--- src/rtl/booth_div_seq.sv ---
// booth_div_seq: sequential signed divider, restoring radix-2, one quotient bit per clock.
// Quotient truncates toward zero; remainder takes the dividend's sign.
module booth_div_seq #(
  parameter int DW = 16,
  parameter int VW = 8
) (
  input  logic          clk,
  input  logic          rst_n,
  input  logic          in_valid,
  output logic          in_ready,
  input  logic [DW-1:0] a,
  input  logic [VW-1:0] b,
  output logic          out_valid,
  input  logic          out_ready,
  output logic [DW-1:0] q,
  output logic [VW-1:0] r,
  output logic          dbz,
  output logic          ovf
);
  typedef enum logic [1:0] {IDLE, CALC, FIX, DONE} state_t;
  localparam int CW = $clog2(DW);
  state_t          state_q, state_d;
  logic [CW-1:0]   cnt_q, cnt_d;
  logic [DW-1:0]   dvd_q, dvd_d;
  logic [DW-1:0]   quo_q, quo_d;
  logic [VW-1:0]   rem_q, rem_d;
  logic [VW:0]     bm_q, bm_d;
  logic            sa_q, sa_d, sb_q, sb_d, dz_q, dz_d, ov_q, ov_d;
  logic            in_ready_q, in_ready_d, out_valid_q, out_valid_d;
  logic            dbz_q, dbz_d, ovf_q, ovf_d;
  logic [DW-1:0]   q_q, q_d;
  logic [VW-1:0]   r_q, r_d;
  logic [DW-1:0]   a_mag;
  logic [VW:0]     b_mag, shifted;
  logic            ge;
  logic [DW-1:0]   q_fix;
  logic [VW-1:0]   r_fix;
  // |a| fits DW unsigned bits: -2^(DW-1) negates to itself, read as unsigned.
  assign a_mag   = a[DW-1] ? -a : a;
  assign b_mag   = b[VW-1] ? -{b[VW-1], b} : {b[VW-1], b};
  assign shifted = {rem_q, dvd_q[DW-1]};
  assign ge      = shifted >= bm_q;
  assign q_fix   = (sa_q ^ sb_q) ? -quo_q : quo_q;
  assign r_fix   = sa_q ? -rem_q : rem_q;
  always_comb begin
    state_d     = state_q;
    cnt_d       = cnt_q;
    dvd_d       = dvd_q;
    quo_d       = quo_q;
    rem_d       = rem_q;
    bm_d        = bm_q;
    sa_d        = sa_q;
    sb_d        = sb_q;
    dz_d        = dz_q;
    ov_d        = ov_q;
    in_ready_d  = in_ready_q;
    out_valid_d = out_valid_q;
    dbz_d       = dbz_q;
    ovf_d       = ovf_q;
    q_d         = q_q;
    r_d         = r_q;
    case (state_q)
      IDLE: if (in_valid && in_ready_q) begin
        in_ready_d = 1'b0;
        dbz_d      = 1'b0;
        ovf_d      = 1'b0;
        sa_d       = a[DW-1];
        sb_d       = b[VW-1];
        bm_d       = b_mag;
        dvd_d      = a_mag;
        quo_d      = '0;
        rem_d      = '0;
        cnt_d      = '0;
        dz_d       = b == '0;
        ov_d       = (a == {1'b1, {(DW-1){1'b0}}}) && (b == '1);
        // Divide-by-zero skips the iteration and resolves in FIX.
        state_d    = (b == '0) ? FIX : CALC;
      end
      CALC: begin
        rem_d = ge ? VW'(shifted - bm_q) : shifted[VW-1:0];
        quo_d = {quo_q[DW-2:0], ge};
        dvd_d = dvd_q << 1;
        cnt_d = cnt_q + 1'b1;
        state_d = (cnt_q == CW'(DW-1)) ? FIX : CALC;
      end
      FIX: begin
        q_d         = dz_q ? '0 : ov_q ? {1'b1, {(DW-1){1'b0}}} : q_fix;
        r_d         = (dz_q || ov_q) ? '0 : r_fix;
        dbz_d       = dz_q;
        ovf_d       = ov_q;
        out_valid_d = 1'b1;
        state_d     = DONE;
      end
      DONE: if (out_ready) begin
        out_valid_d = 1'b0;
        in_ready_d  = 1'b1;
        state_d     = IDLE;
      end
      default: state_d = IDLE;
    endcase
  end
  always_ff @(posedge clk or negedge rst_n) begin
    if (!rst_n) begin
      state_q     <= IDLE;
      cnt_q       <= '0;
      dvd_q       <= '0;
      quo_q       <= '0;
      rem_q       <= '0;
      bm_q        <= '0;
      sa_q        <= 1'b0;
      sb_q        <= 1'b0;
      dz_q        <= 1'b0;
      ov_q        <= 1'b0;
      in_ready_q  <= 1'b1;
      out_valid_q <= 1'b0;
      dbz_q       <= 1'b0;
      ovf_q       <= 1'b0;
      q_q         <= '0;
      r_q         <= '0;
    end else begin
      state_q     <= state_d;
      cnt_q       <= cnt_d;
      dvd_q       <= dvd_d;
      quo_q       <= quo_d;
      rem_q       <= rem_d;
      bm_q        <= bm_d;
      sa_q        <= sa_d;
      sb_q        <= sb_d;
      dz_q        <= dz_d;
      ov_q        <= ov_d;
      in_ready_q  <= in_ready_d;
      out_valid_q <= out_valid_d;
      dbz_q       <= dbz_d;
      ovf_q       <= ovf_d;
      q_q         <= q_d;
      r_q         <= r_d;
    end
  end
  assign in_ready  = in_ready_q;
  assign out_valid = out_valid_q;
  assign q         = q_q;
  assign r         = r_q;
  assign dbz       = dbz_q;
  assign ovf       = ovf_q;
endmodule

--- config.mk ---
export PLATFORM = sky130hd
export DESIGN_NAME = booth_div_seq
export DESIGN_NICKNAME = d
export VERILOG_FILES = /design/src/rtl/booth_div_seq.sv
export SDC_FILE = /design/constraint.sdc
export NUM_CORES = 1
export LEC_CHECK = 0
export BUFFER_PORTS_ARGS = -buffer_cell sky130_fd_sc_hd__buf_2
export CAP_MARGIN = 25
export CORE_MARGIN = 2
export CORE_UTILIZATION = 55
export DETAILED_ROUTE_END_ITERATION = 16
export PLACE_DENSITY = 0.83
export SYNTH_ARGS = -nofsm -noshare
export SYNTH_HDL_FRONTEND = slang
export SYNTH_SLANG_ARGS = --single-unit
--- constraint.sdc ---
create_clock -name clk -period 3 [get_ports clk]
set_input_delay 0.3 -clock clk [delete_from_list [all_inputs] [get_ports clk]]
set_output_delay 0.3 -clock clk [all_outputs]
set_load 0.005 [all_outputs]
==> results of run 1 <==
-- logic make-up after synthesis --
| logic type | Yosys count | synth area share (%) |
|---|---|---|
| mux | 4 | 0.868 |
| buf+inv | 54 | 4.29 |
| xor+xnor | 43 | 7.92 |
| fa+ha+maj | 16 | 4.37 |
| flops | 87 | 45.8 |
| compound gates | 152 | 20.3 |
| simple gates | 163 | 16.4 |
-- cell usage after synthesis, types with 2 or more instances --
cell type / n / share of area (%)
dfrtp_1: 86 / 45
nand2_1: 83 / 6.5
o21ai_0: 70 / 7.4
xor2_1: 34 / 6.3
clkbuf_1: 30 / 2.4
inv_1: 22 / 1.7
nor2_1: 19 / 1.5
ha_1: 15 / 3.9
a22o_1: 14 / 2.6
a22oi_1: 14 / 2.2
o31ai_1: 13 / 2.1
a21oi_1: 11 / 1.2
nor2b_1: 9 / 1.2
o211ai_1: 9 / 1.4
xnor2_1: 9 / 1.7
nand2b_1: 8 / 1.1
nor3_1: 7 / 0.74
a31oi_1: 5 / 0.66
nand3_1: 5 / 0.53
nor4_1: 5 / 0.66
or4_1: 5 / 0.79
nand4_1: 4 / 0.53
or3_1: 4 / 0.53
mux2i_1: 3 / 0.63
o311ai_0: 3 / 0.55
or2_2: 3 / 0.39
nand3b_1: 2 / 0.32
o41ai_1: 2 / 0.37
-- placed cells by master (no fill, tap or decap), drive strengths merged, types with 2 or more instances in the layout --
| cell type | n |
|---|---|
| xnor2 | 9 |
| nand2b | 8 |
| nor4 | 5 |
| o31ai | 13 |
| a31oi | 5 |
| nand2 | 83 |
| or3 | 5 |
| mux2i | 3 |
| o21ai | 71 |
| nand3 | 5 |
| o211ai | 9 |
| or4 | 6 |
| a22o | 14 |
| nand3b | 2 |
| xor2 | 34 |
| a22oi | 14 |
| dfrtp | 86 |
| o311ai | 3 |
| nand4 | 4 |
| ha | 15 |
| a21oi | 11 |
| inv | 26 |
| nor3 | 7 |
| clkbuf | 10 |
| or2 | 3 |
| nor2b | 9 |
| buf | 60 |
| o41ai | 2 |
| or4b | 2 |
| nor2 | 19 |
-- worst paths after layout --
check | end | slack, ns
min in group asynchronous | r[6]$_DFFE_PN0P_ | 0.51
setup reg to reg | q[15]$_DFFE_PN0P_ | 0.60
hold / removal | state_q[1]$_DFFE_PN0P_ | 0.21
hold reg to reg | q[13]$_DFFE_PN0P_ | 0.48
setup / recovery | q[15]$_DFFE_PN0P_ | 0.60
max in group asynchronous | in_ready$_DFFE_PN1P_ | 2.13
-- metrics by stage --
stage / std cells / setup slack (ns)
6_report: 669 / 0.597
5_1_grt: 669 / 0.430
4_1_cts: 669 / 0.604
3_5_place_dp: 652 / 0.513
3_3_place_gp: 652 / 0.583
2_1_floorplan: 519 / 0.609
-- state kept, by name, indices dropped and copies added (netlist names) --
signal	count
out_valid	1
bm_q	9
rem_q	8
sa_q	1
q	16
state_q	2
quo_q	16
dbz	1
cnt_q	4
in_ready	1
ov_q	1
sb_q	1
ovf	1
dz_q	1
dvd_q	16
r	8
-- layer usage --
| metal | GRT usage [%] | share of wire [%] | wire length, um | vias up |
|---|---|---|---|---|
| met5 | 0 | 0 | 0 | - |
| met4 | 8.02 | 1.7 | 172 | 0 |
| met3 | 2.75 | 5.1 | 502 | 13 |
| met2 | 35.2 | 47 | 4620 | 110 |
| met1 | 30.9 | 46 | 4560 | 1892 |
| li1 | - | - | - | 1908 |
-- power breakdown --
part | internal, mW | leakage (nW) | switching (mW)
clock | 0.421 | 0.108 | 0.436
combinational | 1.18 | 1.25 | 1.62
sequential | 1.63 | 1.14 | 0.423
-- cell type report --
cell class / instances / area, sq um / area share (%)
Inverter: 22 / 82.6 / 1.55
Clock inverter: 6 / 73.8 / 1.39
Tap cell: 105 / 131 / 2.47
Clock buffer: 10 / 138 / 2.59
Multi-Input combinational cell: 378 / 2380 / 44.7
Timing Repair Buffer: 61 / 338 / 6.35
Sequential cell: 87 / 2180 / 41.0
==> flow_summary.ini, run 1 <==
[status]
status = complete, no violations

[grt]
grt_pass1_wl_um = 17400
grt_pass1_vias = 3766
antenna_found_initial = 0
grt_usage_pct = 22.0
grt_start_max_net_pins = 88
grt_overflow = 0

[clock_network]
clock-sinks = 87
clkTransAtPathRegs_ns = 0.09
clk_path_buf_depth = 2
hold_buffers = 1
postCtsSetupBuffers = 0
cts_buffers = 9
clock_latency_ns = 0.35
cts_tree = built
cts-root-buf = clkbuf_8
htree_levels = 3
cts_resized = 0

[timing]
period_minus_slack_ns = 2.40
hold_violations = 0
setup_viol = 0
clock-skew-final_ns = 0.00888
drv_slew = 0
rsz0062_at_grt = no
holdWs_ns = 0.207
max_freq_mhz = 416
slew_headroom_pct = 46.9
final.setup.tns_ns = 0
fin_crit_sh_pct = 80.1
worst_slew_pin_slew_ns = 0.794

[detailed_routing]
route.detailed.drc = 0
post_drt_via_cell_ratio = 5.86
drt-wirelength-per-cell_um = 14.7
drtIter0Drc = 302
wirelength_um = 9860
vias = 3923
ant_nets = 0
dr.pass1.iters = 4

[die]
die_h_um = 97
core_sq_um = 8300
rows = 33
chipWidth_um = 97
io_pins = 56
die-area_sq_um = 9410
start_util_pct = 57.3

[final_layout]
fin_nets = 603
diodes = 0
design_area_sq_um = 5320
utilization_pct = 64.1
fillers = 688
layout-drive-gt1-share_pct = 15.2
area_delta_synth_final_pct = 11.8

[critical_path]
crit_slowest_cell = or4_1
crit_cells = 5
crit_path_start_kind = register
cpPeakStageDelay_ns = 0.52
r2r-start = quo_q[3]$_DFFE_PN0P_
path_max_fanout = 5
cp_data_arrival_time_ns = 2.69
criticalPathCategory = register to register
crit_top_cell = or4_1
worstSetupEndpointType = register
crit_start = quo_q[3]$_DFFE_PN0P_
crit_family = simple AND/OR/NAND/NOR gates
path_buf_inv = 0
critical_path_required_ns = 3.29
path_cells = or4_1 > or4_1 > o41ai_1 > mux2_2 > nor2_1
r2r_cells = 5

[worst_hold_path]
hold_depth = 2
hp-start = out_ready
hp-class = input port to register

[placed_design]
place_area_sq_um = 5100
port_buffers = 55
dp_hpwl_um = 7030
gp_congestion = 0.885

[pwr]
power.density_nw_per_um2 = 1070
power_mw = 5.71
p_leak_nw = 2.49
ir_drop_v = 0.000416

[logic_synthesis]
ys_seq_elements = 87
synth.cell_area_sq_um = 4760
syn_area_per_cell_sq_um = 9.17
async_flop_share_pct = 100
ys_warn_count = 0
ys_seq_area_share_pct = 45.8
netlist_instances = 519
ys.flop_type = dfrtp_1
synth_nets = 563
yosysUniqueCellTypes = 53
synth_edf_count = 0

[flow_run]
cap_viol_max_count = 0
(Power assumes the default switching activity.)
==> inputs of run 2 (changes only) <==
--- a/config.mk
+++ b/config.mk
@@ -5,6 +5,7 @@
 export SDC_FILE = /design/constraint.sdc
 export NUM_CORES = 1
 export LEC_CHECK = 0
+export ABC_AREA = 1
 export BUFFER_PORTS_ARGS = -buffer_cell sky130_fd_sc_hd__buf_2
 export CAP_MARGIN = 25
 export CORE_MARGIN = 2
==> constraint.sdc (replaced) <==
create_clock -name clk -period 2.3 [get_ports clk]
set_input_delay 0.23 -clock clk [delete_from_list [all_inputs] [get_ports clk]]
set_output_delay 0.23 -clock clk [all_outputs]
set_load 0.005 [all_outputs]
==> flow_summary.ini, run 2 <==
[logic_synthesis]
synth.cell_area_sq_um = 5070
yosysMostFrequentCell = nand2_1
yosys-top-cells-area = dfrtp_1 42%, nand2_1 14%, inv_1 7.0%, nand3_1 6.2%, o21ai_0 4.4%
ys_warn_count = 0
syn_area_per_cell_sq_um = 7.52
synth_top_area_cell = dfrtp_1
synth_top_area_share_pct = 42.4
yosysUniqueCellTypes = 40
synth_nets = 719
ys_seq_area_share_pct = 42.9
ys.flop_type = dfrtp_1
synth_edf_count = 0
netlist_instances = 675
ys_seq_elements = 87
synth_commonest_cells = 186 x nand2_1, 95 x inv_1, 86 x dfrtp_1
async_flop_share_pct = 100

[critical_path]
cp_data_arrival_time_ns = 2.24
cpPeakStageDelay_ns = 0.43
crit_start = rem_q[6]$_DFFE_PN0P_
r2r-start = rem_q[6]$_DFFE_PN0P_
path_buf_inv = 1
path_max_fanout = 9
criticalPathCategory = register to register
path_cells = ha_1 > nand2_1 > inv_1 > a21oi_1 > nand4_1 > nand2_1 > nand2_1 > nand2_1 > nand2_1
crit_top_cell = nand2_1
worstSetupEndpointType = register
crit_path_start_kind = register
crit_slowest_cell = dfrtp_1
critical_path_required_ns = 2.55
crit_family = simple AND/OR/NAND/NOR gates

[die]
core_sq_um = 9110
rows = 35
io_pins = 56
die-area_sq_um = 10000
die_h_um = 100
chipWidth_um = 100
start_util_pct = 55.7

[placed_design]
gp_congestion = 0.934
port_buffers = 55
dp_hpwl_um = 8460

[pwr]
p_leak_nw = 2.97
ir_drop_v = 0.000592
power_mw = 8.13
power.density_nw_per_um2 = 1440

[detailed_routing]
wirelength_um = 11300
post_drt_via_cell_ratio = 5.47
ant_nets = 0
vias = 4625
route.detailed.drc = 0
dr.pass1.iters = 5
drt-wirelength-per-cell_um = 13.3
drtIter0Drc = 239

[timing]
slew_headroom_pct = 64.8
max_freq_mhz = 503
setup_viol = 0
clock-skew-final_ns = 0.0122
hold_violations = 0
final.setup.tns_ns = 0
period_minus_slack_ns = 1.99
drv_slew = 0
worst_slew_pin_slew_ns = 0.523
rsz0062_at_grt = no
fin_crit_sh_pct = 86.4

[final_layout]
final_cell_mix = 186 x nand2_1, 95 x inv_1, 86 x dfrtp_1
fin_nets = 774
fillers = 820
regArea_sq_um = 2180
area_delta_synth_final_pct = 11.4
layout-drive-gt1-share_pct = 13.5
diodes = 0
multi_input_area_sq_um = 2410
layout_commonest_cell = nand2_1

[status]
status = complete, no violations

[clock_network]
clkTransAtPathRegs_ns = 0.09
clock-sinks = 87
cts_tree = built
postCtsSetupBuffers = 0
cts_buffers = 9
clk_path_buf_depth = 2
clock_latency_ns = 0.35
cts-root-buf = clkbuf_8
htree_levels = 3
cts_resized = 0

[grt]
antenna_found_initial = 0
grt_pass1_wl_um = 19400
grt_pass1_vias = 4326
grt_overflow = 0
grt_start_max_net_pins = 53
grt_usage_pct = 23.9

[worst_hold_path]
hp-start = out_ready
hp-class = input port to register

[flow_run]
cap_viol_max_count = 0
## run 2: path summary, 6_finish.rpt
path / end / slack, ns / depth (start not counted)
max: rem_q[7]$_DFFE_PN0P_ / 0.31 / 9
min: in_ready$_DFFE_PN1P_ / 0.17 / 2
max reg2reg: rem_q[7]$_DFFE_PN0P_ / 0.31 / 9
min reg2reg: q[9]$_DFFE_PN0P_ / 0.48 / 2
max in group asynchronous: in_ready$_DFFE_PN1P_ / 1.25 / 3
min in group asynchronous: q[0]$_DFFE_PN0P_ / 0.37 / 2
## run 2: timing repair
item                                   4_1_cts  5_1_grt
setup endpoints to repair                    0        0
endpoints found under the hold margin       35        0
hold buffers                                 1        0
## run 2: layout make-up
cell class / count / area share, %
clock buffer: 10 / 2.26
clock inverter: 6 / 1.24
tap: 111 / 2.46
timing repair buffer: 63 / 6.24
multi-input combinational: 469 / 42.6
inverter: 100 / 6.66
sequential: 87 / 38.5
## run 2: cell families after synthesis
kind of cell,count (synthesis),synth area share [%]
flip-flops,87,42.9
adder cells (fa/ha/maj),16,4.09
XOR/XNOR,14,2.42
buffers and inverters,119,9.59
AO/OA/AOI/OAI,122,14.3
AND/OR/NAND/NOR,317,26.7
## run 2: routing by layer
metal  up-vias  part of all wire, %  track usage [%]  routed length [um]
met4         0                  2.1             9.59                 241
met1      2148                   45             31.9                5120
met2       145                   48             40.0                5400
li1       2310                    -                -                   -
met5         -                    0                0                   0
met3        22                  4.7             3.13                 535
## run 2: stage by stage
step | worst slack, ns | cell area [sq um] | instances | hold slack [ns] | util (%)
final | 0.313 | 5650 | 846 | 0.166 | 62.1
after global routing | 0.107 | 5650 | 846 | 0.147 | 62.1
after CTS | 0.326 | 5650 | 846 | 0.148 | 62.1
after detailed placement | 0.324 | 5450 | 829 | 0.222 | 59.8
after global placement | 0.374 | 5450 | 829 | 0.217 | 59.8
after floorplan | 0.651 | 5070 | 675 | -0.0656 | -
## run 2: power breakdown
group	switching [mW]	leakage (nW)	total [mW]	internal (mW)
logic	2.79	1.76	4.43	1.64
clock network	0.560	0.0944	1.07	0.510
registers	0.427	1.12	2.64	2.21
total	3.78	2.97	8.13	4.36
==> inputs of run 3 (changes only) <==
==> constraint.sdc (replaced) <==
create_clock -name clk -period 2.1 [get_ports clk]
set_input_delay 0.21 -clock clk [delete_from_list [all_inputs] [get_ports clk]]
set_output_delay 0.21 -clock clk [all_outputs]
set_load 0.005 [all_outputs]
==> flow_summary.ini, run 3 (synthesis results as in run 2) <==
[status]
status = complete, no violations

[grt]
grt_pass1_vias = 4564
grt_usage_pct = 24.1
grt_start_max_net_pins = 88
grt_pass1_wl_um = 19700
antenna_found_initial = 0
grt_overflow = 0

[die]
io_pins = 56
core_sq_um = 9110
die-area_sq_um = 10000
die_h_um = 100
rows = 35
chipWidth_um = 100
start_util_pct = 55.7

[timing]
clock-skew-final_ns = 0.0152
hold_violations = 0
setup_viol = 0
drv_slew = 0
slew_headroom_pct = 68.5
period_minus_slack_ns = 1.90
worst_slew_pin_slew_ns = 0.472
fin_crit_sh_pct = 90.3
final.setup.tns_ns = 0
max_freq_mhz = 527
rsz0062_at_grt = no

[clock_network]
cts_buffers = 9
cts_tree = built
clock-sinks = 87
htree_levels = 3
clock_latency_ns = 0.36
clk_path_buf_depth = 2
clkTransAtPathRegs_ns = 0.10
cts-root-buf = clkbuf_8

[detailed_routing]
post_drt_via_cell_ratio = 5.43
dr.pass1.iters = 5
wirelength_um = 11400
ant_nets = 0
route.detailed.drc = 0
drt-wirelength-per-cell_um = 13.4
drtIter0Drc = 264
vias = 4613

[pwr]
p_leak_nw = 2.99
ir_drop_v = 0.000601
power.density_nw_per_um2 = 1580

[final_layout]
layout_commonest_cell = nand2_1
diodes = 0
layout-drive-gt1-share_pct = 13.8
design_area_sq_um = 5680
area_delta_synth_final_pct = 12.0
fin_nets = 777
final_cell_mix = 186 x nand2_1, 95 x inv_1, 86 x dfrtp_1

[flow_run]
cap_viol_max_count = 0

[critical_path]
worstSetupEndpointType = register
cp_data_arrival_time_ns = 2.16
criticalPathCategory = register to register
critical_path_required_ns = 2.36
crit_path_start_kind = register
path_max_fanout = 7

[worst_hold_path]
hp-class = input port to register

[placed_design]
port_buffers = 55
dp_hpwl_um = 8250
gp_congestion = 0.917
place_area_sq_um = 5460
## run 3: path summary, 6_finish.rpt
check	from	to	slack (ns)	depth (start not counted)
max in group asynchronous	rst_n	in_ready$_DFFE_PN1P_	1.29	3
min in group asynchronous	rst_n	r[2]$_DFFE_PN0P_	0.41	3
setup / recovery	rem_q[2]$_DFFE_PN0P_	rem_q[1]$_DFFE_PN0P_	0.20	9
hold / removal	out_ready	in_ready$_DFFE_PN1P_	0.13	2
setup reg to reg	rem_q[2]$_DFFE_PN0P_	rem_q[1]$_DFFE_PN0P_	0.20	9
hold reg to reg	q[6]$_DFFE_PN0P_	q[6]$_DFFE_PN0P_	0.48	2
## run 3: cell type report
cell class              count  area [sq um]
clock buffers              10           128
fillers                   791          3430
repair buffers             66           375
inverters                 100           377
multi-input cells         469          2410
clock inverters             6          75.1
well taps                 111           139
flip-flops and latches     87          2180
## run 3: repair_timing
item / 4_1_cts / 5_1_grt
resized for setup: 0 / 0
endpoints found under the setup margin: 0 / 1
hold buffers: 1 / 0
endpoints found under the hold margin: 86 / 0
buffers inserted: 0 / 1
## run 3: power breakdown
| part | switching [mW] | internal [mW] | total (mW) |
|---|---|---|---|
| clock network | 0.652 | 0.570 | 1.22 |
| registers | 0.480 | 2.42 | 2.90 |
| logic | 3.03 | 1.84 | 4.87 |
| total | 4.16 | 4.83 | 8.99 |
## run 3: per-stage QoR
step | total power, mW | util, % | std cells | setup slack [ns] | hold WS, ns
finish | 8.99 | 62.4 | 849 | 0.203 | 0.128
floorplan | 6.50 | - | 675 | 0.451 | -0.0856
global route | 9.90 | 62.4 | 849 | 0.0107 | 0.109
CTS | 8.93 | 62.3 | 848 | 0.172 | 0.119
global placement | 7.51 | 59.9 | 831 | 0.274 | 0.281
detailed placement | 7.70 | 59.9 | 831 | 0.205 | 0.281
## run 3: metal layers
metal | vias to the layer above | GRT usage (%) | part of all wire, %
met5 | - | 0 | 0
met4 | 0 | 7.59 | 1.3
met3 | 18 | 4.46 | 4.3
met2 | 140 | 42.2 | 49
met1 | 2148 | 30.4 | 46
li1 | 2307 | - | -
## run 3: worst max-delay path: stages, from the launching register on
cell	delay (ns)
dfrtp_1	0.43
ha_1	0.38
nand2_1	0.11
inv_1	0.07
a21oi_1	0.22
nand2_1	0.10
nand3_1	0.21
nand3_1	0.12
nand3_1	0.10
nand2_1	0.05
